$ cat src/rtl/des_pkg.sv
// Shared DES key-schedule constants: widths, rotation table, PC-2 table and FSM states.
package des_pkg;

  localparam int unsigned HALF_W   = 28;
  localparam int unsigned SUBKEY_W = 48;
  localparam int unsigned KEY_W    = 56;
  localparam int unsigned ROUND_W  = 4;

  localparam logic [ROUND_W-1:0] LAST_ROUND = 4'd15;

  typedef enum logic {IDLE, RUN} state_t;

  // Left-rotation amount applied to reach round 1..16 (index 0 = round 1).
  localparam logic [1:0] SHIFT_TABLE [16] = '{
    2'd1, 2'd1, 2'd2, 2'd2, 2'd2, 2'd2, 2'd2, 2'd2,
    2'd1, 2'd2, 2'd2, 2'd2, 2'd2, 2'd2, 2'd2, 2'd1
  };

  // PC-2 source positions, 1-based into {D,C} (DES bit 1 = index 0).
  localparam int unsigned PC2_TABLE [48] = '{
    14, 17, 11, 24,  1,  5,  3, 28, 15,  6, 21, 10,
    23, 19, 12,  4, 26,  8, 16,  7, 27, 20, 13,  2,
    41, 52, 31, 37, 47, 55, 30, 40, 51, 45, 33, 48,
    44, 49, 39, 56, 34, 53, 46, 42, 50, 36, 29, 32
  };

  // DES left rotate: DES bit 2 moves to bit 1, i.e. towards index 0.
  function automatic logic [HALF_W-1:0] rotl(input logic [HALF_W-1:0] x, input logic two);
    return two ? {x[1:0], x[HALF_W-1:2]} : {x[0], x[HALF_W-1:1]};
  endfunction

  function automatic logic [HALF_W-1:0] rotr(input logic [HALF_W-1:0] x, input logic two);
    return two ? {x[HALF_W-3:0], x[HALF_W-1:HALF_W-2]} : {x[HALF_W-2:0], x[HALF_W-1]};
  endfunction

endpackage

$ cat src/rtl/key_permutation2.sv
// Combinational DES PC-2: selects 48 of the 56 {D,C} bits, index 0 = DES bit 1 on both sides.
module key_permutation2
  import des_pkg::*;
(
  input  logic [KEY_W-1:0]    cd,
  output logic [SUBKEY_W-1:0] subkey
);

  for (genvar j = 0; j < SUBKEY_W; j++) begin : g_pc2
    assign subkey[j] = cd[6'(PC2_TABLE[j] - 1)];
  end

  // PC-2 drops DES bits 9, 18, 22, 25, 35, 38, 43 and 54.
  logic unused_bits;
  assign unused_bits = ^{cd[8], cd[17], cd[21], cd[24], cd[34], cd[37], cd[42], cd[53]};

endmodule

$ cat src/rtl/des_key_schedule.sv
// Sequential DES round-subkey generator, one subkey per accepted next, encrypt or decrypt order.
module des_key_schedule
  import des_pkg::*;
(
  input  logic                clk,
  input  logic                n_rst,
  input  logic                start,
  input  logic [KEY_W-1:0]    key56,
  input  logic                decrypt,
  input  logic                next,
  output logic [SUBKEY_W-1:0] subkey,
  output logic [ROUND_W-1:0]  round,
  output logic                subkey_valid,
  output logic                done
);

  state_t              state, state_nxt;
  logic [HALF_W-1:0]   c, d, c_nxt, d_nxt;
  logic [ROUND_W-1:0]  round_nxt;
  logic                valid_nxt, done_nxt;
  logic                dec_q, dec_nxt;
  logic                rot_two_enc, rot_two_dec;

  // Encrypt steps forward through the table, decrypt walks it backwards.
  assign rot_two_enc = (SHIFT_TABLE[round + ROUND_W'(1)] == 2'd2);
  assign rot_two_dec = (SHIFT_TABLE[LAST_ROUND - round] == 2'd2);

  always_ff @(posedge clk or negedge n_rst) begin
    if (!n_rst) begin
      state        <= IDLE;
      c            <= '0;
      d            <= '0;
      round        <= '0;
      subkey_valid <= 1'b0;
      done         <= 1'b0;
      dec_q        <= 1'b0;
    end else begin
      state        <= state_nxt;
      c            <= c_nxt;
      d            <= d_nxt;
      round        <= round_nxt;
      subkey_valid <= valid_nxt;
      done         <= done_nxt;
      dec_q        <= dec_nxt;
    end
  end

  always_comb begin
    state_nxt = state;
    c_nxt     = c;
    d_nxt     = d;
    round_nxt = round;
    valid_nxt = subkey_valid;
    done_nxt  = 1'b0;
    dec_nxt   = dec_q;

    if (start) begin
      // Encrypt preloads the round-1 rotation so K1 is ready immediately.
      state_nxt = RUN;
      round_nxt = '0;
      valid_nxt = 1'b1;
      dec_nxt   = decrypt;
      c_nxt     = decrypt ? key56[HALF_W-1:0] : rotl(key56[HALF_W-1:0], 1'b0);
      d_nxt     = decrypt ? key56[KEY_W-1:HALF_W] : rotl(key56[KEY_W-1:HALF_W], 1'b0);
    end else begin
      case (state)
        IDLE: ;
        RUN: begin
          if (next) begin
            // Decrypt also rotates on the final accept so C/D return to C0/D0.
            if (dec_q) begin
              c_nxt = rotr(c, rot_two_dec);
              d_nxt = rotr(d, rot_two_dec);
            end else if (round != LAST_ROUND) begin
              c_nxt = rotl(c, rot_two_enc);
              d_nxt = rotl(d, rot_two_enc);
            end
            if (round == LAST_ROUND) begin
              state_nxt = IDLE;
              round_nxt = '0;
              valid_nxt = 1'b0;
              done_nxt  = 1'b1;
            end else begin
              round_nxt = round + ROUND_W'(1);
            end
          end
        end
      endcase
    end
  end

  key_permutation2 u_pc2 (
    .cd     ({d, c}),
    .subkey (subkey)
  );

endmodule

$ cat config.mk
export PLATFORM = sky130hd
export DESIGN_NAME = des_key_schedule
export DESIGN_NICKNAME = d
export VERILOG_FILES = /design/src/rtl/des_pkg.sv /design/src/rtl/key_permutation2.sv /design/src/rtl/des_key_schedule.sv
export SDC_FILE = /design/constraint.sdc
export NUM_CORES = 1
export LEC_CHECK = 0
export CAP_MARGIN = 20
export CORE_MARGIN = 2
export CORE_UTILIZATION = 53
export DETAILED_ROUTE_END_ITERATION = 7
export HOLD_SLACK_MARGIN = 0.06
export PLACE_DENSITY = 0.9
export SLEW_MARGIN = 20
export SYNTH_ARGS = -nofsm -noshare
export SYNTH_HDL_FRONTEND = slang
export SYNTH_SLANG_ARGS = --single-unit
$ cat constraint.sdc
create_clock -name clk -period 2.9 [get_ports clk]
set_input_delay 0.435 -clock clk [delete_from_list [all_inputs] [get_ports clk]]
set_output_delay 0.435 -clock clk [all_outputs]
set_load 0.005 [all_outputs]
# Yosys cells after proc, flatten, opt, wreduce, memory -nomap -nowiden
# Memories as Yosys holds them, arrays and structs flattened.
# Index checks and enable logic that the tools add are counted.
# op_classes
add_sub_neg	2
n_lt_le_gt_ge	2
n_eq_ne	4
mux	36
bitwise_logic	2
n_reduce_logical	7
# ops
cell	n
$mux 28	16
$mux 4	4
$mux 1	12
$ge 5x5->1 const B	2
$not 4->5	2
$mux 2	4
$reduce_and 3->1	2
$reduce_bool 2->1	3
$add 4x1->4 const B	1
$eq 2x2->1 const B	2
$eq 4x4->1 const B	1
$ne 4x4->1 const B	1
$sub 4x4->4 const A	1
$reduce_bool 3->1	1
$reduce_and 2->1	1
# word_totals
reg_bits	64
rom_bits	64
in_bits	61
wordCells	62
n_memories	2
# mem_list
memory	depth	width	read_ports	rd_clocked_by_memory_dff	wr	line_no	source
(no name shown)	16	2	1	0	0	des_key_schedule.sv:26	assign rot_two_dec = (SHIFT_TABLE[LAST_ROUND - round] == 2'd2);
(no name shown)	16	2	1	0	0	des_key_schedule.sv:25	assign rot_two_enc = (SHIFT_TABLE[round + ROUND_W'(1)] == 2'd2);

# Depth between registers and ports, before layout
# depth
depth_word	12
mapped_depth	9
mapped_depth_nobuf	7

# Hierarchy
# Synthesis repeated with hierarchy kept, for this count alone.
# unflattened
cells_unflattened	690
area_unflattened_um2	5644.2
# by_module_without_submodules
module	instances	cells_each	area_each_um2
des_key_schedule	1	642	5283.8
key_permutation2	1	48	360.3

# Worst setup path after synthesis
# No wires, ideal clock.
# synth_path
path_kind	reg2reg
start	register round[1]
end	register c[0]
setup_time_ps	135
t_arrival_ps	2062
path_slack_ps	703
path_stages_with_launch	10
period_less_slack_ps	2197
path_cell_list	dfrtp_1 > ha_1 > buf_6 > o311ai_1 > a21oi_1 > a2111oi_4 > buf_6 > buf_8 > mux2i_1 > o22ai_1
# synth_between
elab_chain_len	12
# synth_lines
element	line_no	source
start, declared	des_key_schedule.sv:12	output logic [ROUND_W-1:0] round,
start signal, assigned	des_key_schedule.sv:41	round <= round_nxt;
$add 4x1->4	des_key_schedule.sv:25	
$not 4->5 (implied by the code)	des_key_schedule.sv:25	
$mem_v2 16x2	n/a	
$mux 2 (implied by the code) (2 in a row)	des_key_schedule.sv:25	
$eq 2x2->1	des_key_schedule.sv:25	
$mux 28	des_pkg.sv:29	return two ? {x[1:0], x[HALF_W-1:2]} : {x[0], x[HALF_W-1:1]};
$mux 28	des_key_schedule.sv:74	end else if (round != LAST_ROUND) begin
$mux 28	des_key_schedule.sv:71	if (dec_q) begin
$mux 28	des_key_schedule.sv:69	if (next) begin
$mux 28	des_key_schedule.sv:66	case (state)
$mux 28	des_key_schedule.sv:57	if (start) begin
end signal, assigned	des_key_schedule.sv:39	c <= c_nxt;
end, declared	des_key_schedule.sv:18	logic [HALF_W-1:0] c, d, c_nxt, d_nxt;
# Several ways; a longest one is shown, not always the timed one. The select of a mux whose other input is x is not followed.
# A chain may end at the register's enable or synchronous reset.

# Final worst setup path
# layout_path
start	register round[1]
end	register d[5]
# layout_between
elab_chain_len	12
# layout_lines
element	line_no	source
$add 4x1->4	des_key_schedule.sv:25	
$not 4->5 (implied by the code)	des_key_schedule.sv:25	
$mem_v2 16x2	n/a	
$mux 2 (implied by the code) (2 in a row)	des_key_schedule.sv:25	
$eq 2x2->1	des_key_schedule.sv:25	
$mux 28	des_pkg.sv:29	
$mux 28	des_key_schedule.sv:74	
$mux 28	des_key_schedule.sv:71	
$mux 28	des_key_schedule.sv:69	
$mux 28	des_key_schedule.sv:66	
$mux 28	des_key_schedule.sv:57	
end signal, assigned	des_key_schedule.sv:40	d <= d_nxt;
end, declared	des_key_schedule.sv:18	
# Several ways; a longest one is shown, not always the timed one. The select of a mux whose other input is x is not followed.

==> run metrics <==
area share of xor/xnor cells in the synthesized design=0.307%; gate count of the mapped netlist=617; syn nets=684; Mapped Area=5700 µm²; Die Span X=108 µm; CTS Buf Count=9; CP Max Fanout=28; complex-gate fraction of the synthesized area=17.2%; r2r endpoint=d[5]; Startpoint Class=flop; TritonCTS clock tree=done; Final HPWL DP=9740 µm; RSZ-0062 raised after global routing=false; 1st-iter DRT viols=357; drt total wl=14600 µm; cell area power density=506 nW/µm²; Die Y=108 µm; Synth area leaders=mux2i_1, dfrtp_1, a2bb2oi_1, buf_4, o22ai_1; maximum buffer depth of the clock tree=2; critical path class=flop to flop; Tcrit/Tclk final=89.3%; Net count, final=721; routability cong.=0.868; Post-CTS Resized=0; top cell type's share of synthesized area=29.5%; Setup Viol. Count Final=0; simple-gate share of the synthesized area=10.6%; overall power=3.40 mW; vias in the first global route=4627; Placed Area=6510 µm²; Initial Util=55.0%; run status=complete, no violations; fin util=64.8%; Hold WC Path Type=primary input to asynchronous set/reset pin; Tmin final=2.59 ns; vias per cell=6.19; register area=1600 µm²; IO buf count=114; crit path capture=d[5]; Setup TNS Final=0 ns; worst-skew pair later-pin latency=0.36 ns; initial antenna violation count=0; Yosys reg bits=64; Reg clk slew, reported paths=0.07 ns; mux cell area share after synthesis=29.5%; worst endpoint data arrival time=2.80 ns; synth-to-layout area growth=17.9%; Reg2Reg Setup Slack=0.31 ns; Seq/Total Area, Yosys=28.1%; Core Rows=37; Core ar.=10400 µm²; Post-Layout Inst Area=6720 µm²; # diodes=0; wire length per cell=18.3 µm; Post-CTS Hold Buffers=0; Worst R2R Start=round[1]; footprint of the multi-input gates=3360 µm²; Synth area leader=mux2i_1; post-route clock skew=0.0110 ns; Slew Viols, Final=0; post-CTS setup buffers=0; H-tree depth=3; R2R depth=7; slew margin rel.=53.5%; Syn Area/Cell=9.24 µm²; Synth Area in Adders=1.32%; Fin. Hold Viols=0; grt ovf=0; Fmax=386 MHz; leakage=3.15 nW; CTS Sinks=64; Die ar.=11600 µm²; layout cells sized above 1=6.22%; Post-DRT Antenna Nets=0; I/O pins=115; commonest non-fill, non-tap cell in the layout=mux2i_1; actual slew at the worst max-slew pin=0.697 ns; routed via count=4923; largest net degree at the start of global routing=58; largest family of logic cells by synthesized area=multiplexers; Worst setup EP type=flop; worst vdd ir=0.000248 V; Max Cap Viol=0; DRC violations left=0; Yosys cell types=38; Root Buffer=clkbuf_8; first-pass GRT wire length=23300 µm; DRT Pass-1 Iters=6; yosys warns=0; CP required=3.11 ns; CP startpoint=round[1]; most frequent cells in the layout=mux2i_1, clkdlybuf4s50_1, dfrtp_1, nand2_1, nor2_1; fillers=807; overall routing resource usage=25.1%
stage by stage:
step | worst slack [ns] | cells | hold WS, ns
global route | 0.141 | 795 | 0.166
floorplan | 0.703 | 617 | 0.139
CTS | 0.335 | 795 | 0.130
detailed placement | 0.340 | 779 | 0.486
finish | 0.311 | 795 | 0.122
global placement | 0.450 | 779 | 0.483
kinds of logic after synthesis:
group | Yosys count
AOI/OAI and AO/OA | 126
xor gates and xnor gates | 2
adders and majority gates | 6
buffers and inverters | 106
DFF | 64
muxes | 168
and+or+nand+nor | 145
registers in the layout, summed over array words and instances (netlist names):
register	count
dec_q	1
subkey_valid	1
d	28
state	1
round	4
c	28
done	1
critical path, stage by stage (launching register included):
cell,delay [ns]
dfrtp_1,0.53
ha_1,0.47
xor2_1,0.23
a2111oi_2,0.13
a2111oi_4,0.44
buf_12,0.29
mux2i_1,0.26
o22ai_1,0.10
worst min-delay path by stage:
stage	endpoint	startpoint	slack, ns
3_3_place_gp	subkey_valid	subkey_valid	0.48
3_5_place_dp	subkey_valid	subkey_valid	0.49
4_1_cts	d[11]	n_rst	0.13
6_report	d[4]	n_rst	0.12
5_1_grt	d[11]	n_rst	0.17
2_1_floorplan	c[0]	n_rst	0.14
Yosys cell counts:
| master | n |
|---|---|
| a2111oi_2 | 2 |
| o311ai_1 | 1 |
| buf_4 | 51 |
| nand3_1 | 4 |
| o22ai_1 | 56 |
| nor3b_1 | 1 |
| nand3b_1 | 1 |
| nor3_1 | 2 |
| mux2i_1 | 168 |
| buf_1 | 3 |
| nor2_1 | 63 |
| o211ai_1 | 1 |
| a21o_1 | 1 |
| buf_12 | 4 |
| nand2b_1 | 4 |
| xor2_1 | 1 |
| dfrtp_1 | 64 |
| buf_2 | 8 |
| inv_1 | 4 |
| and3_4 | 1 |
| buf_8 | 4 |
| or3_1 | 1 |
| buf_6 | 4 |
| or2_1 | 1 |
| and2_1 | 2 |
| a21oi_1 | 3 |
| nand2_1 | 63 |
| a2bb2oi_1 | 56 |
| clkbuf_1 | 28 |
| o21ai_0 | 1 |
| a32oi_1 | 1 |
| nor3b_2 | 1 |
| o31ai_4 | 1 |
| or4_4 | 1 |
| ha_1 | 6 |
| o21ai_1 | 2 |
| xnor2_1 | 1 |
| a2111oi_4 | 1 |
layer usage:
| layer | up-vias | share of wire [%] | GRT usage (%) |
|---|---|---|---|
| met5 | - | 0 | 0 |
| met4 | 0 | 2.9 | 11.0 |
| met3 | 40 | 7.0 | 3.75 |
| met2 | 244 | 47 | 40.3 |
| met1 | 2365 | 43 | 33.5 |
| li1 | 2274 | - | - |
cell type report:
cell class	instances	share of cell area [%]
tap	136	2.53
inverter	4	0.223
clock inverter	5	1.21
sequential	64	23.8
multi-input combinational	447	50.0
clock buffer	11	1.95
timing repair buffer	128	20.2
report_power, final:
group	total (mW)	leakage (nW)	switching, mW	internal, mW
combinational	1.31	2.33	0.556	0.754
sequential	1.24	0.723	0.227	1.02
clock	0.850	0.104	0.365	0.485
(Power assumes the default switching activity.)
